$ cat config.mk
export PLATFORM = sky130hd
export DESIGN_NAME = mult_csa_accumulator
export DESIGN_NICKNAME = d
export VERILOG_FILES = /design/src/rtl/mult_pkg.sv /design/src/rtl/csa_split_adder.sv /design/src/rtl/mult_csa_accumulator.sv
export SDC_FILE = /design/constraint.sdc
export NUM_CORES = 1
export LEC_CHECK = 0
export BUFFER_PORTS_ARGS = -buffer_cell sky130_fd_sc_hd__buf_2
export CAP_MARGIN = 20
export CORE_MARGIN = 1
export CORE_UTILIZATION = 35
export DETAILED_ROUTE_END_ITERATION = 6
export SLEW_MARGIN = 15
export SYNTH_ARGS = -nofsm -noshare
export SYNTH_HDL_FRONTEND = slang
export SYNTH_SLANG_ARGS = --single-unit
$ cat constraint.sdc
create_clock -name clk -period 3.5 [get_ports clk]
set_clock_uncertainty 0.1 [all_clocks]
set_input_delay 0.35 -clock clk [delete_from_list [all_inputs] [get_ports clk]]
set_output_delay 0.35 -clock clk [all_outputs]
set_load 0.1 [all_outputs]
$ cat src/rtl/mult_pkg.sv
// Shared types and default sizing for the carry-save MAC back-end.
// The state enum is used by the accumulator FSM.
package mult_pkg;

    typedef enum logic [1:0] {
        IDLE  = 2'd0,
        RUN   = 2'd1,
        DRAIN = 2'd2,
        DONE  = 2'd3
    } state_t;

    localparam int DEF_IN_W  = 16;
    localparam int DEF_ACC_W = 24;
    localparam int DEF_CNT_W = 8;

endpackage

$ cat src/rtl/csa_split_adder.sv
// Two-stage split adder that resolves one carry-save row pair into an IN_W+1-bit sum.
// Stage 1 registers the low-half sum and carry; stage 2 finishes the high half.
module csa_split_adder
    import mult_pkg::*;
#(
    parameter int IN_W = DEF_IN_W
) (
    input  logic            clk,
    input  logic            rst,
    input  logic            in_valid,
    input  logic [IN_W-1:0] a,
    input  logic [IN_W-1:0] b,
    output logic [IN_W:0]   sum,
    output logic            s1_valid,
    output logic            s2_valid
);

    localparam int LO_W = IN_W / 2;
    localparam int HI_W = IN_W - LO_W;

    logic [LO_W-1:0] lo_reg;
    logic            c1_reg;
    logic [HI_W-1:0] a_hi_reg;
    logic [HI_W-1:0] b_hi_reg;
    logic            v1_reg;
    logic            v2_reg;
    logic [HI_W:0]   hi_sum;

    always_ff @(posedge clk) begin
        if (rst) begin
            v1_reg <= 1'b0;
            v2_reg <= 1'b0;
        end else begin
            v1_reg <= in_valid;
            v2_reg <= v1_reg;
        end
    end

    // Data registers only move on a valid pair; no reset needed on the datapath.
    always_ff @(posedge clk) begin
        if (in_valid) begin
            {c1_reg, lo_reg} <= {1'b0, a[LO_W-1:0]} + {1'b0, b[LO_W-1:0]};
            a_hi_reg         <= a[IN_W-1:LO_W];
            b_hi_reg         <= b[IN_W-1:LO_W];
        end
    end

    always_comb begin
        hi_sum = {1'b0, a_hi_reg} + {1'b0, b_hi_reg} + {{HI_W{1'b0}}, c1_reg};
        sum    = {hi_sum, lo_reg};
    end

    // The second stage's result is consumed by the accumulator on the edge after
    // stage 1, so the finished sum is valid while stage 1 holds data.
    assign s1_valid = v1_reg;
    assign s2_valid = v2_reg;

endmodule

$ cat src/rtl/mult_csa_accumulator.sv
// MAC back-end: accumulates resolved carry-save row pairs over a programmed job
// length and hands the total out over a valid/ready handshake.
module mult_csa_accumulator
    import mult_pkg::*;
#(
    parameter int IN_W  = DEF_IN_W,
    parameter int ACC_W = DEF_ACC_W,
    parameter int CNT_W = DEF_CNT_W
) (
    input  logic             clk,
    input  logic             rst,
    input  logic             start,
    input  logic [CNT_W-1:0] len,
    input  logic             in_valid,
    output logic             in_ready,
    input  logic [IN_W-1:0]  in_row_a,
    input  logic [IN_W-1:0]  in_row_b,
    output logic             out_valid,
    input  logic             out_ready,
    output logic [ACC_W-1:0] out_acc,
    output logic             out_ovf,
    output logic             busy
);

    state_t           state_reg;
    state_t           state_next;
    logic [CNT_W-1:0] remaining_reg;
    logic [ACC_W-1:0] acc_reg;
    logic             ovf_reg;

    logic             accept;
    logic             start_ok;
    logic [IN_W:0]    row_sum;
    logic             s1_valid;
    logic             s2_valid;
    logic [ACC_W:0]   acc_sum;

    assign accept   = in_valid && in_ready;
    assign start_ok = start && (state_reg == IDLE);

    csa_split_adder #(
        .IN_W(IN_W)
    ) u_adder (
        .clk      (clk),
        .rst      (rst),
        .in_valid (accept),
        .a        (in_row_a),
        .b        (in_row_b),
        .sum      (row_sum),
        .s1_valid (s1_valid),
        .s2_valid (s2_valid)
    );

    always_ff @(posedge clk) begin
        if (rst) begin
            state_reg <= IDLE;
        end else begin
            state_reg <= state_next;
        end
    end

    always_comb begin
        state_next = state_reg;
        case (state_reg)
            IDLE: begin
                if (start) begin
                    state_next = (len == '0) ? DONE : RUN;
                end
            end
            RUN: begin
                if (accept && (remaining_reg == CNT_W'(1))) begin
                    state_next = DRAIN;
                end
            end
            DRAIN: begin
                if (!s1_valid && !s2_valid) begin
                    state_next = DONE;
                end
            end
            DONE: begin
                if (out_ready) begin
                    state_next = IDLE;
                end
            end
            default: state_next = IDLE;
        endcase
    end

    always_comb begin
        in_ready  = (state_reg == RUN) && (remaining_reg != '0);
        out_valid = (state_reg == DONE);
        busy      = (state_reg != IDLE);
    end

    // Zero-extend the IN_W+1-bit row sum; the extra MSB catches the carry-out.
    assign acc_sum = {1'b0, acc_reg} + {{(ACC_W - IN_W){1'b0}}, row_sum};

    always_ff @(posedge clk) begin
        if (rst) begin
            remaining_reg <= '0;
            acc_reg       <= '0;
            ovf_reg       <= 1'b0;
        end else if (start_ok) begin
            remaining_reg <= len;
            acc_reg       <= '0;
            ovf_reg       <= 1'b0;
        end else begin
            if (accept) begin
                remaining_reg <= remaining_reg - CNT_W'(1);
            end
            if (s1_valid) begin
                acc_reg <= acc_sum[ACC_W-1:0];
                if (acc_sum[ACC_W]) begin
                    ovf_reg <= 1'b1;
                end
            end
        end
    end

    assign out_acc = acc_reg;
    assign out_ovf = ovf_reg;

endmodule

==> results of run 1 <==
-- layout by cell type (no fill, tap or decap), drive strengths merged, types with 3 or more instances in the layout --
cell | Yosys | routed
nand4 | 5 | 5
a21oi | 25 | 25
nor2 | 46 | 46
a31oi | 3 | 3
a21o | 7 | 7
ha | 42 | 42
clkinv | 1 | 3
nand3 | 15 | 15
or3 | 4 | 4
nor3 | 9 | 9
o211ai | 4 | 4
buf | 3 | 102
nor2b | 7 | 7
o21a | 4 | 4
dfxtp | 37 | 37
xor2 | 13 | 13
nor4 | 5 | 5
a31o | 3 | 3
a21boi | 4 | 4
xnor2 | 16 | 16
nand2b | 4 | 4
clkbuf | 6 | 9
edfxtp | 25 | 25
a211oi | 11 | 11
o21ai | 19 | 19
fa | 4 | 4
nand2 | 24 | 24
and2 | 4 | 4
inv | 17 | 18
mux2i | 8 | 8
o21bai | 4 | 4
-- worst register-to-register path: cells and delay by family (launching register included) --
family	cells	cell delay, ps
adders and majority gates	3	1080
AOI/OAI and AO/OA	7	1080
and+or+nand+nor	4	680
DFF	1	410
xor gates and xnor gates	1	120
-- stage by stage --
step | util (%) | hold WS, ps
2_1_floorplan | - | 321.6
6_report | 46.72 | 74.53
3_5_place_dp | 42.81 | 375.2
3_3_place_gp | 42.81 | 359.9
5_1_grt | 46.72 | 55.55
4_1_cts | 45.61 | 53.51
-- power groups by stage --
| stage | clock (mW) | combinational [mW] | sequential, mW |
|---|---|---|---|
| CTS | 0.723 | 1.29 | 0.943 |
| floorplan | 0 | 0.820 | 1.03 |
| global route | 0.748 | 1.51 | 0.954 |
| finish | 0.701 | 1.38 | 0.942 |
| detailed placement | 0 | 1.24 | 0.958 |
| global placement | 0 | 1.23 | 0.952 |
-- area by class of cell --
cell class / count / area, um^2 / share of cell area (%)
clock buffers: 9 / 123.9 / 2.534
clock inverters: 7 / 97.59 / 1.996
repair buffers: 102 / 585.6 / 11.98
well taps: 136 / 170.2 / 3.481
multi-input cells: 312 / 2352 / 48.12
inverters: 18 / 67.56 / 1.382
flip-flops and latches: 62 / 1491 / 30.51
-- how the worst max path moves through the flow --
stage                                  startpoint                       end  cells after the start
finish                   u_adder.c1_reg$_DFFE_PP_  out_acc[21]$_SDFFE_PP0P_                     15
global placement    u_adder.b_hi_reg[0]$_DFFE_PP_  out_acc[21]$_SDFFE_PP0P_                     15
floorplan           u_adder.b_hi_reg[0]$_DFFE_PP_  out_acc[21]$_SDFFE_PP0P_                     15
detailed placement  u_adder.b_hi_reg[0]$_DFFE_PP_  out_acc[21]$_SDFFE_PP0P_                     15
CTS                      u_adder.c1_reg$_DFFE_PP_  out_acc[21]$_SDFFE_PP0P_                     15
global route             u_adder.c1_reg$_DFFE_PP_  out_acc[21]$_SDFFE_PP0P_                     15
-- per-layer routing --
layer / routed length (um) / part of all wire (%) / GRT usage [%] / vias up
met1: 4056 / 45 / 20.27 / 1530
met5: 0 / 0 / 0 / -
met2: 4300 / 48 / 27.60 / 83
met4: 184 / 2.0 / 6.360 / 0
li1: - / - / - / 1670
met3: 441 / 4.9 / 4.438 / 17
-- timing repair --
item / in CTS / in global routing
pin swaps: 8 / 14
setup endpoints to repair: 8 / 10
gates resized for setup: 10 / 17
setup buffers: 3 / 6
-- logic make-up after synthesis --
kind of cell	after synthesis	share of synthesized area [%]
AOI/OAI and AO/OA	101	17.52
and+or+nand+nor	128	16.14
DFF	62	38.95
adders and majority gates	46	15.82
buffers and inverters	27	2.843
xor gates and xnor gates	29	6.634
muxes	8	2.092
==> impl_metrics.json, run 1 <==
{
  "status": "finished, violations left",
  "violations": "negative setup slack",
  "max_freq_mhz": 283.9,
  "reg2reg_setup_slack_ps": -20,
  "netlist_top_cells_count": "nor2_1, ha_1, dfxtp_1",
  "drc": 0,
  "rsz0062_at_grt": "yes",
  "tns_ps": -22.78,
  "holdCritStartpoint": "in_row_b[9]",
  "min_path_type": "in -> reg",
  "drt_iter0_markers": 124,
  "antenna_found_initial": 0,
  "fillers": 1031,
  "place.gp.congestion": 0.8180,
  "synth_edf_count": 25,
  "fin_area_mm2": 0.004888,
  "critical_path_arrival_ps": 3710,
  "cts_root_buffer": "clkbuf_8",
  "slew_headroom_pct": 55.55,
  "critPathLaunchType": "flop",
  "hold_end": "u_adder.b_hi_reg[1]$_DFFE_PP_",
  "async_reset_ff_share_pct": 0,
  "crit_chain": "fa_2 > fa_2 > a21o_1 > a21oi_2 > o21bai_1 > a21oi_2 > xnor2_2 > ha_4 > nand2_2 > o21ai_2 > nor3_2 > o21bai_1 > a41oi_2 > or4_1 > nand2_1",
  "ir_worst_vdd_v": 0.0005091,
  "coreArea_mm2": 0.01046,
  "grt-ovfl-total": 0,
  "ys_ff_latch": 62,
  "power.total_mw": 3.019,
  "final_hold_viol_count": 0,
  "clock_power_share_pct": 23.2,
  "yosysSeqAreaShare_pct": 38.95,
  "fin_crit_sh_pct": 100.7,
  "fin_ws_ps": -22.78,
  "grt_pass1_wl_um": 14910,
  "postPlaceCellArea_mm2": 0.004479,
  "start_util_pct": 36.59,
  "ys_top_cells_by_area": "edfxtp_1, dfxtp_1, ha_1",
  "syn_avg_cell_area_um2": 9.548,
  "rows": 37,
  "largest_reg_flops": 24,
  "yosysMostFrequentCell": "nor2_1",
  "p_sw_mw": 1.179,
  "fin_nets": 596,
  "globalRouteTotalUtil_pct": 16.54,
  "slowest_stage": "or4_1",
  "cpPeakStageDelay_ps": 490,
  "cts.sinks": 62,
  "period_minus_slack_ps": 3523,
  "netSwitchingFraction_pct": 39.05,
  "port_buffers": 72,
  "crit_type": "reg -> reg",
  "cts_hold_buf": 0,
  "critPathMaxFanout": 4,
  "h-tree-depth": 3,
  "synth_nets": 492,
  "dieArea_mm2": 0.01136,
  "cpLargestDelayFamily": "adder cells",
  "totalWireLength_um": 8982,
  "clk_pin_slew_ps": 70,
  "antenna_cells": 0,
  "mappedNetlistArea_mm2": 0.003829,
  "synthCells": 401,
  "dp_cells": 621,
  "viasPerCell": 5.108,
  "dieWidth_um": 106.6,
  "drt_pass1_iterations": 4,
  "route.antenna.remaining_nets": 0,
  "netlist.area_leader.share_pct": 19.61,
  "setup_viol": 1,
  "path_buf_inv": 0,
  "rr_worst_depth": 15,
  "p_comb_share_pct": 45.6,
  "r2r-end": "out_acc[21]$_SDFFE_PP0P_",
  "die_y_um": 106.6,
  "io_pins": 73,
  "yosys_warnings": 0,
  "yosys.area.top_type": "edfxtp_1",
  "pwr-share-seq_pct": 31.2,
  "place_hpwl_um": 6646,
  "synth_cell_types": 54,
  "cts_buffers": 9,
  "worst_slew_pin_slew_ps": 666.8,
  "wl_per_cell_um": 13.90,
  "p_int_mw": 1.840,
  "drive_gt1_share_pct": 29.22,
  "r2r_start": "u_adder.c1_reg$_DFFE_PP_",
  "critPathRequiredTime_ps": 3690,
  "clk_latency_ps": 350,
  "post-place-ws_ps": -198.3,
  "slew_viol_final": 0,
  "grt_max_degree": 32,
  "worstHoldPathCells": 1,
  "powerDensity_mw_per_mm2": 617.5,
  "ys.flop_type": "dfxtp_1",
  "cap_violations": 0,
  "grt_pass1_vias": 3300,
  "cts_tree": "done",
  "p_leak_nw": 2.075,
  "cp-end-kind": "flop",
  "instances_no_fill": 646,
  "vias": 3300,
  "areaGrowthSynthToFinish_pct": 27.68,
  "clk_path_buf_depth": 2
}
(Power assumes the default switching activity.)
==> run 2: changes to the inputs <==
--- a/config.mk
+++ b/config.mk
@@ -5,11 +5,15 @@
 export SDC_FILE = /design/constraint.sdc
 export NUM_CORES = 1
 export LEC_CHECK = 0
-export BUFFER_PORTS_ARGS = -buffer_cell sky130_fd_sc_hd__buf_2
+export BUFFER_PORTS_ARGS = -buffer_cell sky130_fd_sc_hd__clkbuf_2
 export CAP_MARGIN = 20
+export CELL_PAD_IN_SITES_DETAIL_PLACEMENT = 1
+export CELL_PAD_IN_SITES_GLOBAL_PLACEMENT = 1
 export CORE_MARGIN = 1
 export CORE_UTILIZATION = 35
 export DETAILED_ROUTE_END_ITERATION = 6
+export GPL_TIMING_DRIVEN = 0
+export PLACE_DENSITY_LB_ADDON = 0.1
 export SLEW_MARGIN = 15
 export SYNTH_ARGS = -nofsm -noshare
 export SYNTH_HDL_FRONTEND = slang
==> run 2 against run 1 <==
The flow now finishes without violations. Sequential power hardly changed. Worst setup slack better by 28 ps. Power is 1.5% lower. Final area hardly changed. Register-to-register slack improved by 30 ps.
==> impl_metrics.json, run 2 (same netlist as run 1, synthesis figures left out) <==
{
  "status": "completed",
  "cts_root_buffer": "clkbuf_8",
  "drt_pass1_iterations": 4,
  "drt_iter0_markers": 83,
  "slew_viol_final": 0,
  "globalRouteTotalUtil_pct": 18.32,
  "fillers": 1228,
  "slowest_stage": "fa_2",
  "wl_per_cell_um": 15.68,
  "coreArea_mm2": 0.01046,
  "p_leak_nw": 1.993,
  "instances_no_fill": 637,
  "clk_pin_slew_ps": 70,
  "rsz0062_at_grt": "yes",
  "drc": 0,
  "layout_commonest_cell": "clkbuf_2",
  "critPathRequiredTime_ps": 3630,
  "place.gp.congestion": 0.7879,
  "cts.sinks": 62,
  "p_comb_share_pct": 48.0,
  "rows": 37,
  "power.total_mw": 2.975,
  "max_freq_mhz": 286.1,
  "largest_reg_flops": 24,
  "cpLargestDelayFamily": "compound AO/OA/AOI/OAI gates",
  "h-tree-depth": 3,
  "cts_tree": "done",
  "final_hold_viol_count": 0,
  "port_buffers": 72,
  "critPathLaunchType": "flop",
  "slew_headroom_pct": 51.12,
  "start_util_pct": 36.59,
  "totalWireLength_um": 9991,
  "crit_chain": "fa_2 > fa_2 > a21o_1 > a21oi_2 > o21bai_2 > a21oi_2 > xnor2_2 > buf_4 > ha_4 > nand2_4 > o21ai_4 > a21oi_4 > o22ai_4 > a21oi_1 > a31o_2",
  "critical_path_arrival_ps": 3630,
  "post-route-util_pct": 46.69,
  "cts_buffers": 9,
  "cp-end-kind": "flop",
  "die_y_um": 106.6,
  "tns_ps": 0,
  "clk_latency_ps": 340,
  "critPathMaxFanout": 5,
  "cap_violations": 0,
  "drive_gt1_share_pct": 28.54,
  "dp_cells": 609,
  "p_sw_mw": 1.235,
  "antenna_found_initial": 0,
  "areaGrowthSynthToFinish_pct": 27.58,
  "reg2reg_setup_slack_ps": 5,
  "fin_area_mm2": 0.004885,
  "antenna_cells": 0,
  "fin_nets": 587,
  "period_minus_slack_ps": 3495,
  "setup_viol": 0,
  "viasPerCell": 5.226,
  "p_int_mw": 1.739,
  "netSwitchingFraction_pct": 41.53,
  "post-place-ws_ps": -554.5,
  "clock_power_share_pct": 20.3,
  "crit_type": "reg -> reg",
  "cpPeakStageDelay_ps": 420,
  "path_buf_inv": 1,
  "grt_pass1_wl_um": 16150,
  "vias": 3329,
  "route.antenna.remaining_nets": 0,
  "min_path_type": "in -> reg",
  "fin_crit_sh_pct": 99.86,
  "grt-ovfl-total": 0,
  "place_hpwl_um": 7391,
  "clk_path_buf_depth": 2,
  "worst_slew_pin_slew_ps": 733.2,
  "dieArea_mm2": 0.01136,
  "dieWidth_um": 106.6,
  "grt_pass1_vias": 3305,
  "fin_ws_ps": 4.750,
  "ir_worst_vdd_v": 0.0003119,
  "hold_ws_ps": 74.84,
  "powerDensity_mw_per_mm2": 609.0,
  "final_cell_mix": "clkbuf_2, nor2_1, dfxtp_1, ha_1, edfxtp_1",
  "grt_max_degree": 32,
  "postPlaceCellArea_mm2": 0.004363,
  "io_pins": 73,
  "pwr-share-seq_pct": 31.7
}
## run 2: cell types whose count changed in the layout (fill, tap and decap cells not counted), moves of 3 or more
cell      previous run  this run
buf_2               72         0
clkbuf_2             0        72
buf_4               30        12
clkbuf_1             0         9
ha_1                41        36
clkbuf_8             9        12
ha_4                 1         4
## run 2: layout make-up
type                    instances  area [um^2]  area share, %
multi-input cells             312         2482          50.82
well taps                     136        170.2          3.484
flip-flops and latches         62         1491          30.53
plain buffers                   9        41.29         0.8453
clock buffers                  15        176.4          3.612
inverters                      18        67.56          1.383
repair buffers                 84        450.4          9.221
clock inverters                 1        5.005         0.1025
## run 2: path summary, 6_finish.rpt
check / endpoint / depth (start not counted) / start
min: u_adder.b_hi_reg[2]$_DFFE_PP_ / 1 / in_row_b[10]
max: out_acc[22]$_SDFFE_PP0P_ / 15 / u_adder.c1_reg$_DFFE_PP_
max reg2reg: out_acc[22]$_SDFFE_PP0P_ / 15 / u_adder.c1_reg$_DFFE_PP_
min reg2reg: out_ovf$_SDFFE_PP0P_ / 2 / out_ovf$_SDFFE_PP0P_
## run 2: power by group through the flow
stage          clock (mW)  combinational [mW]  sequential [mW]
3_3_place_gp            0                1.14            0.955
3_5_place_dp            0                1.17            0.960
2_1_floorplan           0               0.820             1.03
4_1_cts             0.615                1.24            0.946
5_1_grt             0.651                1.56            0.959
6_report            0.603                1.43            0.944
## run 2: metal layers
layer	GRT usage, %	vias up	part of all wire [%]
met5	0	-	0
met4	7.436	0	1.8
met3	2.979	13	3.3
met2	30.83	61	48
met1	23.30	1596	47
li1	-	1659	-
## run 2: timing repair
action                     in CTS  in global routing
setup endpoints to repair      11                 11
gates resized for setup        19                 32
hold buffers                    0                  0
pin swaps                       9                 20
setup buffers                   4                  8
==> run 3: changes to the inputs <==
--- a/config.mk
+++ b/config.mk
@@ -14,6 +14,7 @@
 export DETAILED_ROUTE_END_ITERATION = 6
 export GPL_TIMING_DRIVEN = 0
 export PLACE_DENSITY_LB_ADDON = 0.1
+export RECOVER_POWER = 50
 export SLEW_MARGIN = 15
 export SYNTH_ARGS = -nofsm -noshare
 export SYNTH_HDL_FRONTEND = slang
==> run 3 against run 2 <==
Sequential power about the same. Power down 0.13%. Fmax about the same. Clock power about the same. Combinational power about the same. Flip-flop and latch count unchanged. Via count about the same. Die area unchanged. Sequential share of layout area up 0.21 points. Global-route usage unchanged. Final cell count unchanged. Utilization down 0.32 points. Critical path type unchanged. Largest cell class unchanged. Highest routed layer unchanged.
==> impl_metrics.json, run 3 (same netlist as run 1, synthesis figures left out) <==
{
  "slew_headroom_pct": 21.62,
  "clk_path_buf_depth": 2,
  "dieWidth_um": 106.6,
  "vias": 3330,
  "cap_violations": 0,
  "ir_worst_vdd_v": 0.0003118,
  "slew_viol_final": 0,
  "final_hold_viol_count": 0,
  "fin_crit_sh_pct": 99.94,
  "coreArea_mm2": 0.01046,
  "path_buf_inv": 1,
  "largest_reg_flops": 24,
  "max_freq_mhz": 285.9,
  "cts_buffers": 9,
  "cts.sinks": 62,
  "route.antenna.remaining_nets": 0,
  "cpLargestDelayFamily": "compound AO/OA/AOI/OAI gates",
  "drt_pass1_iterations": 4,
  "fin_ws_ps": 2.227,
  "grt_pass1_vias": 3305,
  "globalRouteTotalUtil_pct": 18.32,
  "slowest_stage": "fa_2",
  "place.gp.congestion": 0.7879,
  "critical_path_arrival_ps": 3630,
  "clk_latency_ps": 340,
  "min_path_type": "in -> reg",
  "cts_root_buffer": "clkbuf_8",
  "fillers": 1236,
  "critPathMaxFanout": 5,
  "antenna_cells": 0,
  "cts_hold_buf": 0,
  "viasPerCell": 5.228,
  "grt-ovfl-total": 0,
  "fin_nets": 587,
  "drc": 0,
  "drive_gt1_share_pct": 23.15,
  "io_pins": 73,
  "crit_chain": "fa_2 > fa_2 > a21o_1 > a21oi_2 > o21bai_2 > a21oi_2 > xnor2_2 > buf_4 > ha_4 > nand2_4 > o21ai_4 > a21oi_4 > o22ai_4 > a21oi_1 > a31o_2",
  "crit_type": "reg -> reg",
  "grt_max_degree": 32,
  "setup_viol": 0,
  "p_leak_nw": 1.900,
  "dieArea_mm2": 0.01136,
  "critPathRequiredTime_ps": 3630,
  "start_util_pct": 36.59,
  "post-place-ws_ps": -554.5,
  "drt_iter0_markers": 98,
  "areaGrowthSynthToFinish_pct": 26.70,
  "place_hpwl_um": 7391,
  "rows": 37,
  "cp-end-kind": "flop",
  "powerDensity_mw_per_mm2": 612.4,
  "worst_slew_pin_slew_ps": 1181,
  "rsz0062_at_grt": "yes",
  "status": "completed",
  "clk_pin_slew_ps": 70,
  "period_minus_slack_ps": 3498,
  "port_buffers": 72,
  "cpPeakStageDelay_ps": 420,
  "cts_tree": "done",
  "h-tree-depth": 3,
  "tns_ps": 0,
  "totalWireLength_um": 10010,
  "final_cell_mix": "nor2_1, clkbuf_2, dfxtp_1, clkbuf_1, ha_1",
  "die_y_um": 106.6,
  "critPathLaunchType": "flop",
  "antenna_found_initial": 0,
  "grt_pass1_wl_um": 16150,
  "wl_per_cell_um": 15.72
}
==> run 3: cell types whose count changed in the layout (fill, tap and decap cells not counted) <==
cell and change:
clkbuf_1 +27, clkbuf_2 -27
==> run 3: worst reg2reg max path, stage by stage, from the launching register on <==
cell and delay [ps]:
edfxtp_1 400, fa_2 420, fa_2 370, a21o_1 200
a21oi_2 170, o21bai_2 110, a21oi_2 210, xnor2_2 120
buf_4 160, ha_4 290, nand2_4 60, o21ai_4 170
a21oi_4 100, o22ai_4 210, a21oi_1 100, a31o_2 220
==> run 3: what timing repair did <==
item                                    CTS  global route
gates resized for setup                  19            32
endpoints found under the setup margin   11            11
buffers inserted                          4             8
pin swaps                                 9            20
==> run 3: layer usage <==
metal,wire length (um),part of all wire (%),global-route usage (%)
met5,0,0,0
met4,177,1.8,7.436
met3,340,3.4,2.979
met2,4838,48,30.83
met1,4657,47,23.30
==> run 3: worst paths after layout <==
kind,from,to,slack [ps],cells past startpoint
worst max-delay path,u_adder.c1_reg$_DFFE_PP_,out_acc[22]$_SDFFE_PP0P_,2,15
worst min-delay path,in_row_b[10],u_adder.b_hi_reg[2]$_DFFE_PP_,70,1
worst max register to register,u_adder.c1_reg$_DFFE_PP_,out_acc[22]$_SDFFE_PP0P_,2,15
worst min register to register,out_ovf$_SDFFE_PP0P_,out_ovf$_SDFFE_PP0P_,390,2
==> run 3: report_power, final <==
part / switching [mW] / leakage, nW / internal (mW)
registers: 0.0724 / 0.529 / 0.872
clock network: 0.287 / 0.0937 / 0.316
logic: 0.876 / 1.28 / 0.548
total: 1.23 / 1.90 / 1.74
==> run 3: final cells by class <==
type                       instances  area, um^2  share of cell area, %
sequential                        62        1491                  30.75
buffer                             9       41.29                 0.8512
timing repair buffer              84       416.7                  8.589
inverter                          18       67.56                  1.393
clock buffer                      15       176.4                  3.637
multi-input combinational        312        2482                  51.17
clock inverter                     1       5.005                 0.1032
tap                              136       170.2                  3.508
==> run 3: through the flow <==
step	power [mW]	hold slack [ps]	cells	cell area (um^2)	utilization (%)
final	2.971	74.97	637	4851	46.36
after global routing	3.168	56.73	637	4851	46.36
after CTS	2.799	60.33	629	4661	44.55
after detailed placement	2.129	378.4	609	4363	41.70
after global placement	2.094	351.4	609	4363	41.70
after floorplan	1.847	321.6	401	3832	-
